File: config.mk
export PLATFORM = sky130hd
export DESIGN_NAME = pll_md_ctrl_flat
export DESIGN_NICKNAME = d
export VERILOG_FILES = /design/src/rtl/pll_md_ctrl_pkg.sv /design/src/rtl/pll_md_ctrl_if.sv /design/src/rtl/pll_md_ctrl_sync.sv /design/src/rtl/pll_md_ctrl.sv /design/src/flat_wrapper.sv
export SDC_FILE = /design/constraint.sdc
export NUM_CORES = 1
export LEC_CHECK = 0
export CAP_MARGIN = 20
export CELL_PAD_IN_SITES_DETAIL_PLACEMENT = 1
export CELL_PAD_IN_SITES_GLOBAL_PLACEMENT = 2
export CORE_MARGIN = 2
export CORE_UTILIZATION = 33
export CTS_BUF_LIST = sky130_fd_sc_hd__clkbuf_16
export CTS_CLUSTER_SIZE = 40
export DETAILED_ROUTE_END_ITERATION = 12
export HOLD_SLACK_MARGIN = 0.12
export PLACE_DENSITY = 0.8
export REMOVE_ABC_BUFFERS = 1
export SYNTH_ARGS = -nofsm -noshare
export SYNTH_HDL_FRONTEND = slang
export SYNTH_HIERARCHICAL = 1
export SYNTH_SLANG_ARGS = --single-unit
File: constraint.sdc
create_clock -name mdclk -period 2.7 [get_ports mdclk]
set_clock_uncertainty 0.1 [all_clocks]
set_input_delay 0.54 -clock mdclk [delete_from_list [all_inputs] [get_ports mdclk]]
set_output_delay 0.54 -clock mdclk [all_outputs]
set_load 0.01 [all_outputs]
File: src/rtl/pll_md_ctrl_pkg.sv
// ============================================================================
// pll_md_pkg : shared MD opcodes, FSM state encoding and divider helpers
// Rev 1.0
// ============================================================================
`default_nettype none

package pll_md_pkg;

  localparam logic [1:0] MD_NOP  = 2'b00;
  localparam logic [1:0] MD_WR   = 2'b01;
  localparam logic [1:0] MD_RD   = 2'b10;
  localparam logic [1:0] MD_ADDR = 2'b11;

  localparam logic [7:0] FB_ADDR_DEFAULT = 8'h04;

  typedef enum logic [3:0] {
    ST_IDLE      = 4'd0,
    ST_RST_HOLD  = 4'd1,
    ST_ADDR      = 4'd2,
    ST_WRITE     = 4'd3,
    ST_READ      = 4'd4,
    ST_CHECK     = 4'd5,
    ST_RELEASE   = 4'd6,
    ST_WAIT_LOCK = 4'd7,
    ST_DONE      = 4'd8,
    ST_FAIL      = 4'd9
  } state_e;

  // The feedback divider register holds multiplier minus one.
  function automatic logic [7:0] div_code(input logic [7:0] mult);
    return mult - 8'd1;
  endfunction

  function automatic logic [7:0] norm_mult(input logic [7:0] mult);
    return (mult == 8'd0) ? 8'd1 : mult;
  endfunction

endpackage

`default_nettype wire

File: src/rtl/pll_md_ctrl_if.sv
// ============================================================================
// pll_md_ctrl_if : config handshake, PLL reset/lock and MD port bundle
// Rev 1.0
// ============================================================================
`default_nettype none

interface pll_md_ctrl_if;
  logic       cfg_req;
  logic [7:0] cfg_mult;
  logic       cfg_ack;
  logic       pll_rst;
  logic       pll_lock;
  logic [1:0] mdopc;
  logic       mdainc;
  logic [7:0] mdwdi;
  logic [7:0] mdrdo;
  logic       lock;
  logic       busy;
  logic       err;

  modport master (
    input  cfg_req, cfg_mult, pll_lock, mdrdo,
    output cfg_ack, pll_rst, mdopc, mdainc, mdwdi, lock, busy, err
  );

  modport slave (
    output cfg_req, cfg_mult, pll_lock, mdrdo,
    input  cfg_ack, pll_rst, mdopc, mdainc, mdwdi, lock, busy, err
  );
endinterface

`default_nettype wire

File: src/rtl/pll_md_ctrl_sync.sv
// ============================================================================
// pll_lock_sync : two-flop synchronizer for the raw PLL lock, 0 in reset
// Rev 1.0
// ============================================================================
`default_nettype none

module pll_lock_sync (
  input  logic clk_i,
  input  logic rst_ni,
  input  logic async_i,
  output logic sync_o
);

  logic meta_q;
  logic sync_q;

  always_ff @(posedge clk_i or negedge rst_ni) begin
    if (!rst_ni) begin
      meta_q <= 1'b0;
      sync_q <= 1'b0;
    end else begin
      meta_q <= async_i;
      sync_q <= meta_q;
    end
  end

  assign sync_o = sync_q;

endmodule

`default_nettype wire

File: src/rtl/pll_md_ctrl.sv
// ============================================================================
// pll_md_ctrl : programs the PLL feedback multiplier over the MD port, holds
//               PLL reset during the rewrite and qualifies lock with a timeout.
//               PLL_MD_READBACK_EN adds a read-back verify of the written value.
// Rev 1.0
// ============================================================================
`default_nettype none

module pll_md_ctrl
  import pll_md_pkg::*;
#(
  parameter int         DEFAULT_MULT = 18,
  parameter logic [7:0] FB_ADDR      = FB_ADDR_DEFAULT,
  parameter int         RST_CYCLES   = 16,
  parameter int         LOCK_TIMEOUT = 65535,
  parameter bit         AUTO_INIT    = 1'b1
) (
  input  logic           mdclk,
  input  logic           rst_n,
  pll_md_ctrl_if.master  bus
);

  localparam state_e      c_RESET_ST     = AUTO_INIT ? ST_RST_HOLD : ST_IDLE;
  localparam logic [7:0]  c_DEFAULT_MULT = 8'(DEFAULT_MULT);
  localparam logic [15:0] c_RST_LAST     = 16'(RST_CYCLES - 1);
  localparam logic [15:0] c_TO_LAST      = 16'(LOCK_TIMEOUT - 1);

  state_e      state_q, state_d;
  logic [15:0] cnt_q, cnt_d;
  logic [7:0]  mult_q, mult_d;
  logic        err_q, err_d;
  logic        ack_q, ack_d;
  logic        pll_rst_q, pll_rst_d;
  logic        busy_q, busy_d;
  logic [1:0]  mdopc_q, mdopc_d;
  logic [7:0]  mdwdi_q, mdwdi_d;
  logic        accept;
  logic        lock_sync;

  pll_lock_sync u_lock_sync (
    .clk_i   (mdclk),
    .rst_ni  (rst_n),
    .async_i (bus.pll_lock),
    .sync_o  (lock_sync)
  );

  // Outputs are registered from the next state so they stay at their reset
  // values while rst_n is low, even when the FSM resets into RST_HOLD.
  always_ff @(posedge mdclk or negedge rst_n) begin
    if (!rst_n) begin
      state_q   <= c_RESET_ST;
      cnt_q     <= 16'd0;
      mult_q    <= c_DEFAULT_MULT;
      err_q     <= 1'b0;
      ack_q     <= 1'b0;
      pll_rst_q <= 1'b1;
      busy_q    <= 1'b0;
      mdopc_q   <= MD_NOP;
      mdwdi_q   <= 8'h00;
    end else begin
      state_q   <= state_d;
      cnt_q     <= cnt_d;
      mult_q    <= mult_d;
      err_q     <= err_d;
      ack_q     <= ack_d;
      pll_rst_q <= pll_rst_d;
      busy_q    <= busy_d;
      mdopc_q   <= mdopc_d;
      mdwdi_q   <= mdwdi_d;
    end
  end

  always_comb begin
    state_d = state_q;
    cnt_d   = cnt_q;
    mult_d  = mult_q;
    err_d   = err_q;
    accept  = 1'b0;
    case (state_q)
      ST_IDLE, ST_DONE, ST_FAIL: begin
        if (bus.cfg_req) begin
          accept  = 1'b1;
          mult_d  = norm_mult(bus.cfg_mult);
          err_d   = 1'b0;
          cnt_d   = 16'd0;
          state_d = ST_RST_HOLD;
        end
      end
      ST_RST_HOLD: begin
        if (cnt_q == c_RST_LAST) begin
          cnt_d   = 16'd0;
          state_d = ST_ADDR;
        end else begin
          cnt_d = cnt_q + 16'd1;
        end
      end
      ST_ADDR: state_d = ST_WRITE;
`ifdef PLL_MD_READBACK_EN
      ST_WRITE: state_d = ST_READ;
      ST_READ:  state_d = ST_CHECK;
      // mdrdo carries the answer to the read issued in the previous cycle.
      ST_CHECK: begin
        if (bus.mdrdo == div_code(mult_q)) begin
          state_d = ST_RELEASE;
        end else begin
          err_d   = 1'b1;
          state_d = ST_FAIL;
        end
      end
`else
      ST_WRITE: state_d = ST_RELEASE;
`endif
      ST_RELEASE: begin
        cnt_d   = 16'd0;
        state_d = ST_WAIT_LOCK;
      end
      ST_WAIT_LOCK: begin
        if (lock_sync) begin
          cnt_d   = 16'd0;
          state_d = ST_DONE;
        end else if (cnt_q == c_TO_LAST) begin
          err_d   = 1'b1;
          state_d = ST_FAIL;
        end else begin
          cnt_d = cnt_q + 16'd1;
        end
      end
      default: state_d = ST_IDLE;
    endcase
  end

  always_comb begin
    ack_d     = accept;
    pll_rst_d = 1'b1;
    busy_d    = 1'b1;
    mdopc_d   = MD_NOP;
    mdwdi_d   = 8'h00;
    case (state_d)
      ST_IDLE, ST_FAIL: busy_d = 1'b0;
      ST_DONE: begin
        busy_d    = 1'b0;
        pll_rst_d = 1'b0;
      end
      ST_ADDR: begin
        mdopc_d = MD_ADDR;
        mdwdi_d = FB_ADDR;
      end
      ST_WRITE: begin
        mdopc_d = MD_WR;
        mdwdi_d = div_code(mult_q);
      end
`ifdef PLL_MD_READBACK_EN
      ST_READ: mdopc_d = MD_RD;
`endif
      ST_RELEASE, ST_WAIT_LOCK: pll_rst_d = 1'b0;
      default: ;
    endcase
  end

  assign bus.cfg_ack = ack_q;
  assign bus.pll_rst = pll_rst_q;
  assign bus.mdopc   = mdopc_q;
  assign bus.mdainc  = 1'b0;
  assign bus.mdwdi   = mdwdi_q;
  assign bus.busy    = busy_q;
  assign bus.err     = err_q;
  // Drops together with the synchronized lock, without waiting for the FSM.
  assign bus.lock    = lock_sync & (state_q == ST_DONE);

endmodule

`default_nettype wire

File: src/flat_wrapper.sv
// flat-port wrapper written by rule: the top's interface ports become plain ports
module pll_md_ctrl_flat import pll_md_pkg::*;
#(
  parameter int         DEFAULT_MULT = 18,
  parameter logic [7:0] FB_ADDR      = FB_ADDR_DEFAULT,
  parameter int         RST_CYCLES   = 16,
  parameter int         LOCK_TIMEOUT = 65535,
  parameter bit         AUTO_INIT    = 1'b1
)
  (mdclk, rst_n, bus_cfg_req, bus_cfg_mult, bus_pll_lock, bus_mdrdo, bus_cfg_ack, bus_pll_rst, bus_mdopc, bus_mdainc, bus_mdwdi, bus_lock, bus_busy, bus_err);
  pll_md_ctrl_if bus_i ();
  input  logic mdclk;
  input  logic rst_n;
  input wire logic [$bits(bus_i.cfg_req)-1:0] bus_cfg_req;
  input wire logic [$bits(bus_i.cfg_mult)-1:0] bus_cfg_mult;
  input wire logic [$bits(bus_i.pll_lock)-1:0] bus_pll_lock;
  input wire logic [$bits(bus_i.mdrdo)-1:0] bus_mdrdo;
  output wire logic [$bits(bus_i.cfg_ack)-1:0] bus_cfg_ack;
  output wire logic [$bits(bus_i.pll_rst)-1:0] bus_pll_rst;
  output wire logic [$bits(bus_i.mdopc)-1:0] bus_mdopc;
  output wire logic [$bits(bus_i.mdainc)-1:0] bus_mdainc;
  output wire logic [$bits(bus_i.mdwdi)-1:0] bus_mdwdi;
  output wire logic [$bits(bus_i.lock)-1:0] bus_lock;
  output wire logic [$bits(bus_i.busy)-1:0] bus_busy;
  output wire logic [$bits(bus_i.err)-1:0] bus_err;
  assign bus_i.cfg_req = bus_cfg_req;
  assign bus_i.cfg_mult = bus_cfg_mult;
  assign bus_i.pll_lock = bus_pll_lock;
  assign bus_i.mdrdo = bus_mdrdo;
  assign bus_cfg_ack = bus_i.cfg_ack;
  assign bus_pll_rst = bus_i.pll_rst;
  assign bus_mdopc = bus_i.mdopc;
  assign bus_mdainc = bus_i.mdainc;
  assign bus_mdwdi = bus_i.mdwdi;
  assign bus_lock = bus_i.lock;
  assign bus_busy = bus_i.busy;
  assign bus_err = bus_i.err;
  pll_md_ctrl #(.DEFAULT_MULT(DEFAULT_MULT), .FB_ADDR(FB_ADDR), .RST_CYCLES(RST_CYCLES), .LOCK_TIMEOUT(LOCK_TIMEOUT), .AUTO_INIT(AUTO_INIT)) u_core (.mdclk(mdclk), .rst_n(rst_n), .bus(bus_i));
endmodule
[Yosys cells after proc, flatten, opt, wreduce, memory -nomap -nowiden]
Index checks and enable logic that the tools add are counted.
Word-level totals
  register bits: 44
  output and inout bits: 16
  input port bits: 20
  logic and storage cells: 65
  memory bits (read-only): 0
  bits in writable memories: 0
  latch bits: 0
  memories kept: 0
Cells by class
  shift-type cells: 0
  multiplexer cells: 21
  add/subtract/negate cells: 2
  bitwise logic cells: 1
  eq/ne operators: 19
  reductions and logical operators: 11
  multipliers: 0
  order comparisons: 0
  divide/modulo/power cells: 0
Operator list (number)
  2-to-1 mux 16 bit: 4
  one-hot mux 16 bit (4 select lines): 1
  one-hot mux 4 bit (6 select lines): 1
  adder 16 x 1 -> 16 bit, second input constant: 1
  equality test 16 bit, second input constant: 1
  equality test 16 x 4 -> 1 bit, second input constant: 1
  equality test 4 x 2 -> 1 bit, second input constant: 4
  equality test 4 x 3 -> 1 bit, second input constant: 4
  equality test 4 bit, second input constant: 4
  2-to-1 mux 4 bit: 4
  one-hot mux 8 bit (2 select lines): 1
  OR reduction 3 bit: 3
  logical NOT 4 bit: 2
  logical NOT 8 bit: 1
  2-to-1 mux 8 bit: 1
  subtractor 8 x 1 -> 8 bit, second input constant: 1
  2-to-1 mux 1 bit: 7
  equality test 4 x 1 -> 1 bit, second input constant: 1
  != test 2 bit, second input constant: 2
  one-hot mux 2 bit (2 select lines): 1
  AND reduction 4 bit: 1
  nonzero test 4 bit: 1
  != test 3 bit, second input constant: 1
  AND reduction 3 bit: 1
  5 further kinds: 5

[Longest topological paths before layout]
Gate-level depths: netlist of the first run.
  depth after elaboration: 7
  gate-level depth with buffers: 8
  gate-level depth less buffers: 7

[By module]
The synthesis of the first run kept the hierarchy.
Modules (own cells, without submodules)
  pll_md_ctrl: times used 1, area an instance 2098.3 um^2, sequential area each 1056.0 um^2, cells each 210
  pll_lock_sync: times used 1, area an instance 50.0 um^2, sequential area each 50.0 um^2, cells each 2

[Least setup slack after synthesis of the first run]
OpenSTA, ideal clock, no wires.
  path type: register -> register
  start: reg u_core.cnt_q[0]
  end: reg u_core.cnt_q[3]
  buffers on the path: 1
  slack: 0.764 ns
  period minus slack after synthesis: 1.936 ns
  arrival time: 1.714 ns
  library setup time: 0.122 ns
  required time: 2.478 ns
  stages on the path, launching flop included: 9
  path through: dfrtp_1 inv_1 ha_1 nand4_1 nor4_2 and3_1 buf_2 nor2_1 a32o_1
Between the ends
  word-level cells in the longest chain between the ends: 4
  elaborated cells between the ends (all ways): 9
  those cells by class: add/sub (1); eq/ne (3); mux (4); reduce/logical (1)
Ends and longest elaborated chain
  from (decl): RTL line pll_md_ctrl.sv:29  | logic [15:0] cnt_q, cnt_d;
  from (signal assigned): RTL line pll_md_ctrl.sv:62  | cnt_q <= cnt_d;
  adder 16 x 1 -> 16 bit: RTL line pll_md_ctrl.sv:94, pll_md_ctrl.sv:125
  2-to-1 mux 16 bit: RTL line pll_md_ctrl.sv:121  | end else if (cnt_q == c_TO_LAST) begin
  2-to-1 mux 16 bit: RTL line pll_md_ctrl.sv:118  | if (lock_sync) begin
  one-hot mux 16 bit (4 select lines): RTL line pll_md_ctrl.sv:79  | case (state_q)
Several ways; a longest one is shown, not always the timed one. The select of a mux whose other input is x is not followed.
A chain may end at the register's enable or synchronous reset.

[Worst setup path after layout of the first run]
  start: reg u_core.state_q[2]
  end: out bus_lock
Between the ends
  word-level cells in the longest chain between the ends: 2
Ends and longest elaborated chain
  from (decl): RTL line pll_md_ctrl.sv:28  | state_e state_q, state_d;
  from (signal assigned): RTL line pll_md_ctrl.sv:51  | state_q <= c_RESET_ST;
  from (signal assigned): RTL line pll_md_ctrl.sv:61  | state_q <= state_d;
  equality test 4 bit: RTL line pll_md_ctrl.sv:168  | assign bus.lock = lock_sync & (state_q == ST_DONE);
  bitwise AND 1 bit: RTL line pll_md_ctrl.sv:168
  to (decl): RTL line flat_wrapper.sv:23  | output wire logic [$bits(bus_i.lock)-1:0] bus_lock;
No other way between the ends.

==> metrics.md, run 1 <==
| Metric | Value |
|---|---|
| Power share of the clock group | `0.320` |
| CP bufs+invs | `1` |
| Adder-cell share of the synthesized area | `0.01747` |
| Final Instance Area | `between 0.002 and 0.003 mm2` |
| Clk_lat worst skew | `a little under 0.3 ns` |
| R2R depth | `7` |
| Slowest cell on the critical path | `clkdlybuf4s50_1` |
| Total Neg Setup Slack | `0 ns` |
| CP peak stage delay | `0.56 ns` |
| First-pass GRT wire length | `a little under 9 mm` |
| Critical-path cell list | `nor2_2, nand2_1, nor3b_1, clkdlybuf4s50_1` |
| I/O pins | `36` |
| Mux cell area share after synthesis | `0.03669` |
| CTS Root Cell | `clkbuf_16` |
| # fillers | `roughly 740` |
| # DRC | `0` |
| Metal2 WL | `roughly 2.6 mm` |
| Clk pin slew, worst setup/hold paths | `roughly 0.060 ns` |
| Async SR Flop Fraction | `1.000` |
| Seq cells post-synth | `44` |
| Die width | `84.69 um` |
| CP Launch Type | `flip-flop` |
| Layout Utilization | `0.4203` |
| Top FF cell, synth | `dfrtp_1` |
| Largest net degree at the start of global routing | `28` |
| Core footprint | `between 0.006 and 0.007 mm2` |
| Gr ovfl total | `0` |
| Max Fanout on Critical Path | `6` |
| Top cell type's share of synthesized area | `0.4659` |
| Arr. time, crit path | `1.90 ns` |
| Fin. max-slew vios | `0` |
| Post-synthesis xor/xnor area fraction | `0.01631` |
| WS Path Type | `flip-flop to output port` |
| Area of the mapped netlist | `around 0.0021 mm2` |
| Worst path top cell family by delay | `simple AND/OR/NAND/NOR gates` |
| Cell area after placement | `between 0.002 and 0.0025 mm2` |
| Most frequent cell after synthesis | `dfrtp_1` |
| Fin crit share | `0.9415` |
| Compound-gate portion of the synthesized area | `0.1526` |
| NetSw | `roughly 0.7 mW` |
| Total GRT Usage | `0.1579` |
| Number of synthesized flops with an enable pin | `0` |
| Vias per inst | `approximately 5.3` |
| Worst hold start | `u_core/u_lock_sync/meta_q` |
| Initial antenna violation count | `0` |
| Worst EP required | `2.06 ns` |
| Int Power | `1.485 mW` |
| Cell Rows | `29` |
| Routability cong. | `0.7941` |
| Routed WL | `~5.2 mm` |
| CTS max path bufs | `2` |
| Share of cells above drive strength 1 | `0.1399` |
| Synthesized instance count | `approximately 210` |
| DR iter-0 viols | `74` |
| Port bufs | `26` |
| Diodes inserted | `0` |
| CTS Buf Count | `5` |
| Router iterations before antenna repair | `4` |
| Max-Cap Viols | `0` |
| Yosys warnings | `6` |
| FMAX | `just under 400 MHz` |
| Hold depth | `0` |
| Sw Share | `0.3182` |
| Status | `completed` |
| Routed length per instance | `between 15 and 20 um` |
| Simple-gate share of the synthesized area | `0.2213` |
| Hold Slack | `0.2573 ns` |
| Synth unique cells | `47` |
| Power, Total | `roughly 2.2 mW` |
| WHS Endpoint | `u_core/u_lock_sync/sync_o` |
| Final Critical Period | `2.542 ns` |
| RSZ-0062 raised after global routing | `false` |
| Die Y | `approximately 85 um` |
| Nets | `about 270` |
| Detailed Place HPWL | `~3.8 mm` |
| Most frequent cells after synthesis | `dfrtp_1, a21oi_1, nor2_1` |
| Setup violations, final | `0` |
| Hold WC Path Type | `flip-flop to flip-flop` |
| Worst vdd ir | `0.3939 mV` |
| Launching point of the worst reg2reg path | `u_core/cnt_q[0]` |
| Clk sink count | `44` |
| Combinational family with the most area after synthesis | `simple AND/OR/NAND/NOR gates` |
| Highest metal used | `met4` |
| Reg2Reg Setup Slack | `around 0.37 ns` |
| Setup crit end kind | `output port` |
| CTS tree | `built` |
| Worst reg2reg path endpoint | `u_core/bus.busy` |
| Vias in the first global route | `about 1,800` |
| Cell taking the most area after synthesis | `dfrtp_1` |
| Final hold violation count | `0` |
| Synth-to-Final Area Change | `23.53%` |
| CTS H-tree depth | `2` |
| ANT nets after route | `0` |
| Seq pwr share | `0.427` |
| Comb power frac | `0.253` |
| Vias | `roughly 1,700` |
| Met3 WL | `~110 um` |
| WL met1 | `around 2.5 mm` |
| Pwr dens | `820.8 mW/mm2` |
| Sequential fraction of the synthesis area | `0.5149` |
| Die area | `between 0.007 and 0.008 mm2` |
| Register area | `roughly 0.0011 mm2` |
| Ranking of synthesized cells by area | `dfrtp_1, dfstp_2, a21oi_1, mux2_2, o31ai_1` |
| Lkg Pwr | `roughly 1.1 nW` |
| Syn Area/Cell | `approximately 10 um2` |
| Multi-input gate area | `958.4 um2` |
| Starting Density | `0.3403` |
-- per-layer routing --
layer,vias up,GRT usage
li1,840,-
met4,0,0.05195
met3,5,0.03245
met2,23,0.2663
met1,843,0.2031
met5,-,0
-- repair_timing --
item	4_1_cts	5_1_grt
hold buffers	1	0
endpoints found under the hold margin	17	0
resized for setup	0	0
endpoints found under the setup margin	0	0
setup buffers	0	0
-- final cells by class --
class                      instances  share of cell area
multi-input combinational        151              0.3611
clock inverter                     3             0.01603
sequential                        44              0.4168
timing repair buffer              30              0.1084
tap                               77             0.03630
inverter                          10             0.01414
clock buffer                       5             0.04715
-- power by group through the flow --
stage	clock [mW]	sequential [mW]	combinational, mW
floorplan	0	0.912	0.372
global placement	0	0.933	0.541
detailed placement	0	0.939	0.559
CTS	0.719	0.930	0.565
global route	0.736	0.956	0.619
finish	0.696	0.930	0.552
-- how the worst max path moves through the flow --
stage	startpoint	endpoint	slack, ns	cells after the start
floorplan	u_core/cnt_q[0]	u_core/cnt_q[3]	0.76	7
global placement	bus_cfg_req	u_core/cnt_q[10]	0.32	5
detailed placement	bus_cfg_req	u_core/cnt_q[10]	0.30	5
CTS	u_core/state_q[2]	bus_lock	0.14	4
global route	u_core/state_q[2]	bus_lock	0.08	4
finish	u_core/state_q[2]	bus_lock	0.16	4
-- flip-flops by register name, indices dropped and copies added, names as in the netlist --
| signal | count |
|---|---|
| u_core/bus.busy | 1 |
| u_core/bus.err | 1 |
| u_core/state_q | 4 |
| u_core/bus.pll_rst | 1 |
| u_core/u_lock_sync/meta_q | 1 |
| u_core/mult_q | 8 |
| u_core/bus.mdwdi | 8 |
| u_core/u_lock_sync/sync_o | 1 |
| u_core/cnt_q | 16 |
| u_core/bus.mdopc | 2 |
| u_core/bus.cfg_ack | 1 |
-- per-stage QoR --
step                      instances  setup slack, ns
after floorplan                 205           0.7595
after global placement          311           0.3225
after detailed placement        311           0.3040
after CTS                       320           0.1369
after global routing            320          0.08308
final                           320           0.1580
-- layout by cell type (no fill, tap or decap), types with 2 or more instances in the layout --
cell	n
mux2_2	7
buf_4	3
inv_1	10
nor3_1	6
or3_1	3
o221ai_1	2
nor4_1	5
o31ai_1	10
a21oi_1	17
nand2_1	16
or2_2	2
ha_1	3
dfstp_2	4
and2_1	2
clkdlybuf4s50_1	25
clkbuf_16	5
and3_1	3
or4_1	10
dfrtp_1	40
nor2_1	17
nand3_1	11
o21ai_0	9
nand4_1	3
xnor2_1	3
-- cell families (layout without fill, tap and decap cells) --
family / after synthesis / count (layout)
and+or+nand+nor: 87 / 87
AOI/OAI and AO/OA: 49 / 49
DFF: 44 / 44
buffers and inverters: 17 / 48
muxes: 7 / 7
xor gates and xnor gates: 4 / 4
adders and majority gates: 3 / 3
other: 1 / 1
Power figures use the tool's default switching activity.
==> run 2, diff against run 1 <==
Settings changed: MAX_ROUTING_LAYER set to met4, SETUP_SLACK_MARGIN set to 0.2.
==> run 2 against run 1 <==
Effect of this change:
- first-iteration DRC count down 22%
- register-to-register slack worse by 0.04 ns
- flip-flop and latch count unchanged
- largest cell class unchanged
- largest power group unchanged
==> metrics.md, run 2 (synthesized netlist as in run 1, its figures left out) <==
| Metric | Value |
|---|---|
| CTS Buf Count | `5` |
| Starting Density | `0.3403` |
| Worst hold start | `u_core/u_lock_sync/meta_q` |
| WS Path Type | `flip-flop to output port` |
| Number of flip-flops in the largest register | `16` |
| CP peak stage delay | `~0.56 ns` |
| Diodes inserted | `0` |
| Share of cells above drive strength 1 | `0.1434` |
| Clk sink count | `44` |
| Core footprint | `about 0.0063 mm2` |
| First-pass GRT wire length | `around 8.9 mm` |
| Detailed Place HPWL | `around 3.8 mm` |
| Largest net degree at the start of global routing | `28` |
| Die area | `0.007172 mm2` |
| Worst Setup SP | `u_core/state_q[2]` |
| # fillers | `~740` |
| Max Fanout on Critical Path | `6` |
| Setup violations, final | `0` |
| I/O pins | `36` |
| Worst path top cell family by delay | `buffers and inverters` |
| Most frequent cells in the layout | `dfrtp_1, clkdlybuf4s50_1, a21oi_1, nor2_1, nand2_1` |
| RSZ-0062 raised after global routing | `false` |
| Vias in the first global route | `roughly 1,800` |
| Initial antenna violation count | `0` |
| Vias per inst | `around 5.4` |
| Total Neg Setup Slack | `0 ns` |
| CP bufs+invs | `1` |
| Router iterations before antenna repair | `4` |
| Pwr dens | `819.0 mW/mm2` |
| Clk pin slew, worst setup/hold paths | `roughly 0.060 ns` |
| Clk_lat worst skew | `roughly 0.29 ns` |
| Largest Register | `u_core/cnt_q` |
| Launching point of the worst reg2reg path | `u_core/cnt_q[0]` |
| Critical-path cell list | `nor2_4, nand2_1, nor3b_1, clkdlybuf4s50_1` |
| Arr. time, crit path | `1.75 ns` |
| Lkg Pwr | `between 1 and 1.5 nW` |
| # DRC | `0` |
| DR iter-0 viols | `just under 60` |
| Fin. max-slew vios | `0` |
| Gr ovfl total | `0` |
| Hold WC Path Type | `flip-flop to flip-flop` |
| Fin crit share | `0.8865` |
| Worst vdd ir | `0.4044 mV` |
| Status | `completed` |
| Power, Total | `between 2 and 2.5 mW` |
| ANT nets after route | `0` |
| Commonest non-fill, non-tap cell in the layout | `dfrtp_1` |
| Routed length per instance | `between 15 and 20 um` |
| CTS tree | `built` |
| Die width | `approximately 85 um` |
| FMAX | `417.8 MHz` |
| CTS max path bufs | `2` |
| Setup crit end kind | `output port` |
| Final Critical Period | `approximately 2.4 ns` |
| CTS Root Cell | `clkbuf_16` |
| Worst EP required | `2.06 ns` |
| Slowest cell on the critical path | `clkdlybuf4s50_1` |
| Routability cong. | `0.8054` |
| Synth-to-Final Area Change | `24.11%` |
| Total GRT Usage | `0.1629` |
| Die Y | `84.69 um` |
| Routed WL | `between 5 and 6 mm` |
| Nets | `266` |
| Cell Rows | `29` |
| Port bufs | `26` |
| CTS H-tree depth | `2` |
| CP Launch Type | `flip-flop` |
| Max-Cap Viols | `0` |
| Final hold violation count | `0` |
| Vias | `about 1,700` |
## run 2: path summary, 6_finish.rpt
| path | end | depth (start not counted) | slack (ns) |
|---|---|---|---|
| worst min-delay path | u_core/u_lock_sync/sync_o | 0 | 0.26 |
| min in group asynchronous | u_core/cnt_q[14] | 2 | 0.63 |
| worst max register to register | u_core/bus.busy | 7 | 0.33 |
| worst min register to register | u_core/u_lock_sync/sync_o | 0 | 0.26 |
| worst max-delay path | bus_lock | 4 | 0.31 |
| max in group asynchronous | u_core/state_q[0] | 3 | 1.12 |
## run 2: final cells by class
type,instances,area [um2],area share
Clock buffer,5,125.1,0.04693
Clock inverter,3,42.54,0.01595
Inverter,10,37.54,0.01408
Multi-Input combinational cell,151,963.4,0.3613
Sequential cell,44,1106,0.4148
Tap cell,77,96.34,0.03613
Timing Repair Buffer,31,295.3,0.1107
## run 2: per-stage QoR
stage,setup slack [ns],instance area [um2],std cells,util,hold slack (ns)
5_1_grt,0.2087,2666,321,0.4223,0.2614
2_1_floorplan,0.7595,2102,205,-,0.1444
6_report,0.3065,2666,321,0.4223,0.2557
4_1_cts,0.2148,2659,320,0.4211,0.2625
3_3_place_gp,0.3225,2476,311,0.3922,0.2322
3_5_place_dp,0.3040,2476,311,0.3922,0.2477
## run 2: worst reg2reg max path: stages, from the launching register on
cell and delay (ns):
dfrtp_1 0.43, inv_1 0.08, ha_1 0.14, nand4_1 0.14
nor4_2 0.48, a21oi_1 0.21, o32ai_2 0.44, o221ai_1 0.20
## run 2: metal layers
layer / GRT usage / wire length (um)
met3: 0.03245 / 107
met5: - / 0
met4: 0.05195 / 70
met2: 0.2656 / 2548
met1: 0.2044 / 2509
## run 2: repair_timing
action                                  CTS  global route
endpoints found under the hold margin    17             0
buffers inserted                          0             1
resized for setup                         1             0
hold buffers                              1             0
pin swaps                                 0             1
endpoints found under the setup margin    1             1
## run 2: power by group
group          switching [mW]  leakage, nW  internal (mW)  total [mW]
Sequential              0.133        0.574          0.798       0.930
Combinational           0.301        0.442          0.256       0.557
Clock                   0.261       0.0814          0.435       0.696
==> run 3, diff against run 2 <==
Settings changed: CAP_MARGIN 20 to 10.
==> results of run 3 <==
Final layout, timing and power as in run 2 (identical DEF).
